--- src/rtl/uart_tx_fifo_gen.sv ---
// rtl/uart_tx_fifo_gen.sv - 16550-style UART transmitter with TX FIFO, 16x baud divisor and frame serialiser; optional UART_TX_CTS_EN adds cts_n flow control
`timescale 1ns/1ps
module uart_tx_fifo_gen #(
    parameter int DEPTH = 16,
    parameter int DIV_W = 16
) (
    input  logic                     clk,
    input  logic                     rst,
    input  logic [DIV_W-1:0]         divisor,
    input  logic                     wr_en,
    input  logic [7:0]               wr_data,
    input  logic                     fifo_clr,
    input  logic [1:0]               wls,
    input  logic                     stb,
    input  logic                     pen,
    input  logic                     eps,
    input  logic                     sticky_parity,
    input  logic                     set_break,
`ifdef UART_TX_CTS_EN
    input  logic                     cts_n,
`endif
    output logic                     tx,
    output logic                     full,
    output logic                     thre,
    output logic                     temt,
    output logic [$clog2(DEPTH):0]   level,
    output logic                     overrun
);

    localparam int AW = $clog2(DEPTH);
    localparam int LW = AW + 1;

    typedef enum logic [2:0] {
        IDLE   = 3'd0,
        START  = 3'd1,
        DATA   = 3'd2,
        PARITY = 3'd3,
        STOP   = 3'd4
    } state_t;

    // FIFO storage and bookkeeping
    logic [7:0]    mem [DEPTH];
    logic [AW-1:0] wr_ptr;
    logic [AW-1:0] rd_ptr;
    logic [LW-1:0] count;
    logic          push;
    logic          pop;

    // baud generator
    logic [DIV_W-1:0] baud_cnt;
    logic             tick;
    logic             baud_run;

    // serialiser
    state_t      state;
    state_t      state_nxt;
    logic [5:0]  tick_cnt;
    logic [5:0]  tick_cnt_nxt;
    logic [2:0]  bit_cnt;
    logic [2:0]  bit_cnt_nxt;
    logic [7:0]  shreg;
    logic [7:0]  shreg_nxt;
    logic [5:0]  bit_len;
    logic        bit_end;
    logic        tx_nxt;
    logic        cts_ok;

    // frame options captured at the pop
    logic [1:0]  f_wls;
    logic        f_pen;
    logic [5:0]  f_stop_ticks;
    logic        par_bit;

    // values computed from the live option inputs for the byte being popped
    logic [7:0]  width_mask;
    logic [7:0]  pop_data;
    logic        par_calc;
    logic [5:0]  stop_calc;

    assign full     = (count == LW'(DEPTH));
    assign thre     = (count == '0);
    assign level    = count;
    assign temt     = thre && (state == IDLE);
    assign push     = wr_en && !full && !fifo_clr;
    assign baud_run = (divisor != '0);
    assign tick     = (baud_cnt == DIV_W'(1));

`ifdef UART_TX_CTS_EN
    logic [1:0] cts_sync;

    // two-flop synchroniser for the asynchronous clear-to-send pin; resets to "not clear"
    always_ff @(posedge clk or negedge rst) begin
        if (!rst) begin
            cts_sync <= 2'b11;
        end else begin
            cts_sync <= {cts_sync[0], cts_n};
        end
    end

    assign cts_ok = ~cts_sync[1];
`else
    assign cts_ok = 1'b1;
`endif

    // FIFO data array; contents need no reset because occupancy gates every read
    always_ff @(posedge clk) begin
        if (push) begin
            mem[wr_ptr] <= wr_data;
        end
    end

    // FIFO pointers, occupancy and sticky overrun; a flush wins over everything else
    always_ff @(posedge clk or negedge rst) begin
        if (!rst) begin
            wr_ptr  <= '0;
            rd_ptr  <= '0;
            count   <= '0;
            overrun <= 1'b0;
        end else if (fifo_clr) begin
            wr_ptr  <= '0;
            rd_ptr  <= '0;
            count   <= '0;
            overrun <= 1'b0;
        end else begin
            if (push) begin
                wr_ptr <= wr_ptr + AW'(1);
            end
            if (pop) begin
                rd_ptr <= rd_ptr + AW'(1);
            end
            if (push && !pop) begin
                count <= count + LW'(1);
            end else if (!push && pop) begin
                count <= count - LW'(1);
            end
            // full is the registered occupancy, so a pop in the same cycle does not make room
            if (wr_en && full) begin
                overrun <= 1'b1;
            end
        end
    end

    // 16x baud down-counter; restarted at a pop so every bit of a frame has the same width
    always_ff @(posedge clk or negedge rst) begin
        if (!rst) begin
            baud_cnt <= '0;
        end else if (pop || (baud_cnt < DIV_W'(2))) begin
            baud_cnt <= divisor;
        end else begin
            baud_cnt <= baud_cnt - DIV_W'(1);
        end
    end

    // data mask, parity and stop length for the byte at the FIFO head
    always_comb begin
        width_mask = 8'hFF;
        unique case (wls)
            2'b00:   width_mask = 8'h1F;
            2'b01:   width_mask = 8'h3F;
            2'b10:   width_mask = 8'h7F;
            default: width_mask = 8'hFF;
        endcase
        pop_data = mem[rd_ptr] & width_mask;
        if (sticky_parity) begin
            par_calc = ~eps;
        end else if (eps) begin
            par_calc = ^pop_data;
        end else begin
            par_calc = ~^pop_data;
        end
        if (!stb) begin
            stop_calc = 6'd16;
        end else if (wls == 2'b00) begin
            stop_calc = 6'd24;
        end else begin
            stop_calc = 6'd32;
        end
    end

    assign bit_len = (state == STOP) ? f_stop_ticks : 6'd16;
    assign bit_end = tick && (tick_cnt == (bit_len - 6'd1));

    // serialiser next-state: IDLE pops without waiting for a tick; a halted baud generator freezes everything
    always_comb begin
        state_nxt    = state;
        tick_cnt_nxt = tick_cnt;
        bit_cnt_nxt  = bit_cnt;
        shreg_nxt    = shreg;
        pop          = 1'b0;
        if (state == IDLE) begin
            if (!thre && baud_run && cts_ok) begin
                pop          = 1'b1;
                state_nxt    = START;
                tick_cnt_nxt = '0;
                bit_cnt_nxt  = '0;
                shreg_nxt    = pop_data;
            end
        end else if (tick) begin
            if (bit_end) begin
                tick_cnt_nxt = '0;
                case (state)
                    START: begin
                        state_nxt = DATA;
                    end
                    DATA: begin
                        if (bit_cnt == {1'b1, f_wls}) begin
                            state_nxt = f_pen ? PARITY : STOP;
                        end else begin
                            bit_cnt_nxt = bit_cnt + 3'd1;
                            shreg_nxt   = {1'b0, shreg[7:1]};
                        end
                    end
                    PARITY: begin
                        state_nxt = STOP;
                    end
                    default: begin
                        state_nxt = IDLE;
                    end
                endcase
            end else begin
                tick_cnt_nxt = tick_cnt + 6'd1;
            end
        end
    end

    // line level for the state being entered, so tx lines up with the state register
    always_comb begin
        tx_nxt = 1'b1;
        case (state_nxt)
            START:   tx_nxt = 1'b0;
            DATA:    tx_nxt = shreg_nxt[0];
            PARITY:  tx_nxt = par_bit;
            default: tx_nxt = 1'b1;
        endcase
    end

    // serialiser state, counters and registered line output; break overrides the line only
    always_ff @(posedge clk or negedge rst) begin
        if (!rst) begin
            state    <= IDLE;
            tick_cnt <= '0;
            bit_cnt  <= '0;
            shreg    <= '0;
            tx       <= 1'b1;
        end else begin
            state    <= state_nxt;
            tick_cnt <= tick_cnt_nxt;
            bit_cnt  <= bit_cnt_nxt;
            shreg    <= shreg_nxt;
            tx       <= set_break ? 1'b0 : tx_nxt;
        end
    end

    // frame options are frozen at the pop and held until the next pop
    always_ff @(posedge clk or negedge rst) begin
        if (!rst) begin
            f_wls        <= 2'b00;
            f_pen        <= 1'b0;
            f_stop_ticks <= 6'd16;
            par_bit      <= 1'b0;
        end else if (pop) begin
            f_wls        <= wls;
            f_pen        <= pen;
            f_stop_ticks <= stop_calc;
            par_bit      <= par_calc;
        end
    end

endmodule

--- config.mk ---
export PLATFORM = sky130hd
export DESIGN_NAME = uart_tx_fifo_gen
export DESIGN_NICKNAME = d
export VERILOG_FILES = /design/src/rtl/uart_tx_fifo_gen.sv
export SDC_FILE = /design/constraint.sdc
export NUM_CORES = 1
export LEC_CHECK = 0
export ABC_CLOCK_PERIOD_IN_PS = 5700
export BUFFER_PORTS_ARGS = -buffer_cell sky130_fd_sc_hd__buf_2
export CAP_MARGIN = 10
export CORE_ASPECT_RATIO = 0.7
export CORE_MARGIN = 2
export CORE_UTILIZATION = 60
export CTS_CLUSTER_DIAMETER = 40
export DETAILED_ROUTE_END_ITERATION = 6
export PLACE_DENSITY = 0.89
export SKIP_CTS_REPAIR_TIMING = 1
export SYNTH_ARGS = -nofsm -noshare
export SYNTH_HDL_FRONTEND = slang
export SYNTH_SLANG_ARGS = --single-unit
--- constraint.sdc ---
create_clock -name clk -period 5.7 [get_ports clk]
set_clock_uncertainty 0.05 [all_clocks]
set_input_delay 0.57 -clock clk [delete_from_list [all_inputs] [get_ports clk]]
set_output_delay 0.57 -clock clk [all_outputs]
set_load 0.05 [all_outputs]
# Word level (Yosys, flattened, before mapping)
# Memories as Yosys holds them, arrays and structs flattened.
# Index checks and enable logic that the tools add are counted.
# word_totals
register_bits	61
in_bits	35
memories	1
mem_bits_rw	128
# mem_list
name	depth	width	rd	rd_ports_with_merged_regs	wr	line_no	text
mem	16	8	1	0	1	42	logic [7:0] mem [DEPTH];
# classes
bitwise	2
n_mux	45
addsub	8
magnitude_cmp	1
n_eq_ne	15
n_reduce_logical	29
# op_table
op	count
8-bit two-way mux	6
6-bit two-way mux	7
3-bit two-way mux	12
8-bit case mux with 3 select lines	1
16-bit by 1-bit == test with 1-bit output (second input constant)	1
16-bit by 2-bit < comparator with 1-bit output (second input constant)	1
16-bit two-way mux	1
4-bit two-way mux	4
16-bit nonzero test	1
16-bit by 1-bit subtractor with 16-bit output (second input constant)	1
5-bit two-way mux	3
3-bit by 2-bit == test with 1-bit output (second input constant)	4
2-bit nonzero test	6
1-bit two-way mux	9
3-bit case mux with 3 select lines	1
4-bit by 1-bit adder with 4-bit output (second input constant)	2
8-bit bitwise AND	1
1-bit logical AND	8
8-bit XNOR reduction	1
8-bit parity	1
6-bit by 1-bit adder with 6-bit output (second input constant)	1
3-bit by 1-bit == test with 1-bit output (second input constant)	2
6-bit == test	1
6-bit by 1-bit subtractor with 6-bit output (second input constant)	1
other kinds (20)	24

# Depth between registers and ports, before layout
# logic_depth
depth_word	11
depth_mapped	13
depth_no_buf	12

# Least setup slack after synthesis
# No wires, ideal clock.
# synth_path
kind	register to register
from	register count[0] (netlist: level[0])
to	register count[4] (netlist: level[4])
setup_slack_ns	2.581
synth_period_minus_slack_ns	3.119
t_required_ns	5.518
setup_time_ns	0.132
arrival_ns	2.937
path_stages_with_launch	13
cell_sequence	dfrtp_1 nor4_1 nand2b_1 nand3_1 clkbuf_1 nand2_1 fa_1 a21o_1 a21oi_1 nor3b_1 a21oi_1 xor2_1 nor2_1
# synth_between
elab_chain_cells	9
# synth_lines
item	line_no	text
start: declaration	45	logic [LW-1:0] count;
start signal: assignment	132	count <= count + LW'(1);
start signal: assignment	134	count <= count - LW'(1);
5-bit logical NOT	81	assign thre = (count == '0);
1-bit logical NOT	191	if (!thre && baud_run && cts_ok) begin
1-bit logical AND	191	
1-bit two-way mux	191	
1-bit two-way mux	190	if (state == IDLE) begin
1-bit logical NOT	131	if (push && !pop) begin
1-bit logical AND	131	
5-bit two-way mux	131	
5-bit two-way mux	119	end else if (fifo_clr) begin
# Several ways; a longest one is shown, not always the timed one. The select of a mux whose other input is x is not followed.
# A chain may end at the register's enable or synchronous reset.

# Worst setup path in the final report
# Same ends and word-level chain as after synthesis.

==> run metrics <==
run status=complete, no violations; number of clock sinks=186; clock root buffer=sky130_fd_sc_hd__clkbuf_16; H-tree levels=4; Unique masters post-synth=62; Warnings, synthesis=0; cell type with the largest total area after synthesis=sky130_fd_sc_hd__edfxtp_1; post-synthesis async set-or-reset flop share=31.2%; first-pass GRT wire length=29100 um; element type at the critical path start=register; number of global-route vias before repair=5550; class of the worst hold path=input pin to register; number of nets at the end of the flow=689; worst r2r path cells=12; logic gate share of total power=11.9%; DR vias/cell=6.35; pin count of the biggest net entering global routing=59; number of buffers added by the clock tree synthesis step=17; RSZ-0062 raised after global routing=no; Die Ht=102 um; Tmin final=3.46 ns; Register Area=5300 sq um; Max Clock Freq=289 MHz; crit-path max cell delay=0.52 ns; aggregate global-route resource usage=27.0%; maximum buffer depth of the clock tree=2; Arr. time, crit path=3.72 ns; largest fanout of any net on the critical path=25; Initial Util=62.1%; start point of the worst hold path=set_break; count of buffers inserted at the top-level ports=44; power spent charging and discharging nets=823 uW; die extent in x=144 um; Leak Pwr=3.36 nW; DR WL/cell=22.1 um; Clock power frac=38.2%; total wire length after detailed routing=18500 um; Synth Area per Inst=13.9 sq um; internal power consumption=2.35 mW; non-filler instance count after layout=838; cell depth of the worst min-delay path=2; most used flip-flop cell after synthesis=sky130_fd_sc_hd__edfxtp_1; number of nets in the synthesized netlist=640; number of violations reported at the end of detailed-routing iteration 0=569; number of antenna violations at the first check in global routing=0; share of post-route cells with drive strength above 1=20.4%; most frequent cell after synthesis=sky130_fd_sc_hd__edfxtp_1; top cell type's share of synthesized area=46.6%; Cells after Synth=591; standard-cell row count=35; sink of the worst hold path=tx; clock tree from TritonCTS=done; number of I/O pins=45; via count=5323; global-route congestion overflow total=0; clock latency of the later-clocked register in the worst-skew pair=0.43 ns; core area=13300 sq um; Placed Instances=806; post-synthesis sequential element count=186; remaining number of nets flagged by the antenna check after routing=0; Peak supply drop=0.282 mV; switching portion of total power=25.9%; number of max-capacitance violations reported=0; placed wire-length estimate=12200 um; final weighted congestion of routability-driven global placement=0.847; synth cell count leaders=sky130_fd_sc_hd__edfxtp_1 (128), sky130_fd_sc_hd__nand2_1 (74), sky130_fd_sc_hd__dfrtp_1 (56); Reg-to-Reg End=level[4]; clock slew seen by the registers of the worst setup and hold paths=0.07 ns; worst path required time=5.95 ns; slack of the worst reg-to-reg path=2.24 ns; headroom to the max-slew limit=27.0%; total negative slack for setup checks=0 ns; count of endpoints failing hold in the final timing report=0; Post-Syn Area=8240 sq um; number of detailed-route iterations in the first pass=5; slew at the pin closest to its max-slew limit=1.09 ns; number of enable flip-flop cells after synthesis=128; cell seen most often among critical-path stages=sky130_fd_sc_hd__a21oi_1; source of the worst register-to-register timing path=level[0]; critical path capture point type=register; top cells by area in the synthesized netlist=sky130_fd_sc_hd__edfxtp_1 (47%), sky130_fd_sc_hd__dfrtp_1 (17%), sky130_fd_sc_hd__mux4_2 (7.7%); synthesis-to-finish area growth=12.7%; worst hold-check slack=0.223 ns; proportion of power drawn by flip-flops and latches=49.9%; cell-by-cell listing of the critical path=nor4_1 -> nand2b_1 -> nand3_1 -> buf_4 -> nand2_1 -> fa_1 -> a21o_1 -> a21oi_1 -> nor3b_1 -> a21oi_1 -> xor2_1 -> nor2_1; count of final max-slew check failures=0; Pwr per Cell Area=342 nW/um^2; antenna cell count=0; Setup Viol. Count Final=0; DRC violations left=0; die outline area=14700 sq um; path type of the worst setup path=register to register; Worst path slowest cell=sky130_fd_sc_hd__nor4_1; area of the multi-input gates=2800 sq um; period utilisation layout=60.7%; # fillers=838; sequential area share after synthesis=64.3%
-- worst max-delay path by stage --
| stage | start | end | slack (ns) | depth (start not counted) |
|---|---|---|---|---|
| final | level[0] | level[4] | 2.24 | 12 |
| after global routing | level[0] | level[4] | 2.02 | 12 |
| after CTS | rd_ptr[0] | par_bit | 2.28 | 8 |
| after detailed placement | rd_ptr[0] | par_bit | 2.28 | 8 |
| after global placement | rd_ptr[0] | par_bit | 2.37 | 8 |
| after floorplan | level[0] | level[4] | 2.58 | 12 |
-- routing by layer --
metal / routed length (um) / global-route usage [%]
met1: 7690 / 37.2
met2: 8900 / 42.8
met3: 1550 / 6.79
met4: 382 / 9.80
met5: 0 / 0
-- cells by family after synthesis --
group / Yosys count / synth area share [%]
compound gates: 77 / 6.13
xor+xnor: 34 / 3.96
fa+ha+maj: 14 / 2.22
buf+inv: 37 / 1.85
flops: 186 / 64.3
mux: 42 / 9.37
simple gates: 201 / 12.2
-- flip-flops by register name (all words and copies together), names as in the netlist --
register and flops:
baud_cnt 16, bit_cnt 3, f_pen 1, f_stop_ticks 3
f_wls 2, level 5, mem 128, overrun 1
par_bit 1, rd_ptr 4, shreg 8, state 3
tick_cnt 6, tx 1, wr_ptr 4
-- through the flow --
step | utilization (%) | setup slack, ns | power (mW) | instance area, sq um
floorplan | - | 2.58 | 1.85 | 8240
global placement | 65.5 | 2.37 | 1.94 | 8680
detailed placement | 65.5 | 2.28 | 1.97 | 8680
CTS | 70.0 | 2.28 | 3.18 | 9290
global route | 70.0 | 2.02 | 3.27 | 9290
finish | 70.0 | 2.24 | 3.18 | 9290
-- critical path, delay by kind of cell (launching register included) --
kind | cells | cell delay (ns)
AOI/OAI and AO/OA | 3 | 0.47
xor gates and xnor gates | 1 | 0.19
adders and majority gates | 1 | 0.46
buffers and inverters | 1 | 0.30
DFF | 1 | 0.48
and+or+nand+nor | 6 | 1.37
-- power groups by stage --
| stage | logic, mW | registers (mW) | clock network (mW) |
|---|---|---|---|
| global placement | 0.338 | 1.60 | 0 |
| floorplan | 0.215 | 1.63 | 0 |
| global route | 0.411 | 1.59 | 1.27 |
| finish | 0.377 | 1.59 | 1.21 |
| detailed placement | 0.362 | 1.61 | 0 |
| CTS | 0.375 | 1.58 | 1.22 |
-- cell usage in the layout, fill, tap and decap left out, types with 2 or more instances in the layout --
cell                        instances
sky130_fd_sc_hd__nor3b_1            2
sky130_fd_sc_hd__edfxtp_1         128
sky130_fd_sc_hd__nand4_1            5
sky130_fd_sc_hd__bufinv_16          2
sky130_fd_sc_hd__and3_1             6
sky130_fd_sc_hd__and3_2             2
sky130_fd_sc_hd__nor3_1            12
sky130_fd_sc_hd__inv_6              2
sky130_fd_sc_hd__clkbuf_8           2
sky130_fd_sc_hd__nand2_1           74
sky130_fd_sc_hd__clkinv_2           2
sky130_fd_sc_hd__dfstp_2            2
sky130_fd_sc_hd__a21o_1             3
sky130_fd_sc_hd__nor2b_1            7
sky130_fd_sc_hd__a221o_1            5
sky130_fd_sc_hd__nor4_1            11
sky130_fd_sc_hd__o21ai_0           24
sky130_fd_sc_hd__nor2_1            44
sky130_fd_sc_hd__xor2_1            12
sky130_fd_sc_hd__clkinv_4           2
sky130_fd_sc_hd__and2_1             2
sky130_fd_sc_hd__clkbuf_1           2
sky130_fd_sc_hd__nand3_1           13
sky130_fd_sc_hd__buf_2             44
sky130_fd_sc_hd__inv_1             11
sky130_fd_sc_hd__a22oi_1           10
sky130_fd_sc_hd__mux2i_1           13
sky130_fd_sc_hd__mux4_2            28
sky130_fd_sc_hd__and4_1             2
sky130_fd_sc_hd__a21oi_1           18
sky130_fd_sc_hd__a31oi_1            2
sky130_fd_sc_hd__or3_1              2
sky130_fd_sc_hd__buf_4             12
sky130_fd_sc_hd__nand2b_1           8
sky130_fd_sc_hd__clkbuf_16         18
sky130_fd_sc_hd__ha_1              13
sky130_fd_sc_hd__dfrtp_1           55
sky130_fd_sc_hd__xnor2_1           20
-- cell type report --
class | instances | share of cell area [%]
clock buffer | 23 | 5.31
clock inverter | 9 | 1.20
inverter | 11 | 0.445
multi-input combinational | 368 | 30.2
sequential | 186 | 57.0
tap | 185 | 2.49
timing repair buffer | 56 | 3.34
No activity file was read; power rests on OpenSTA's default activity.
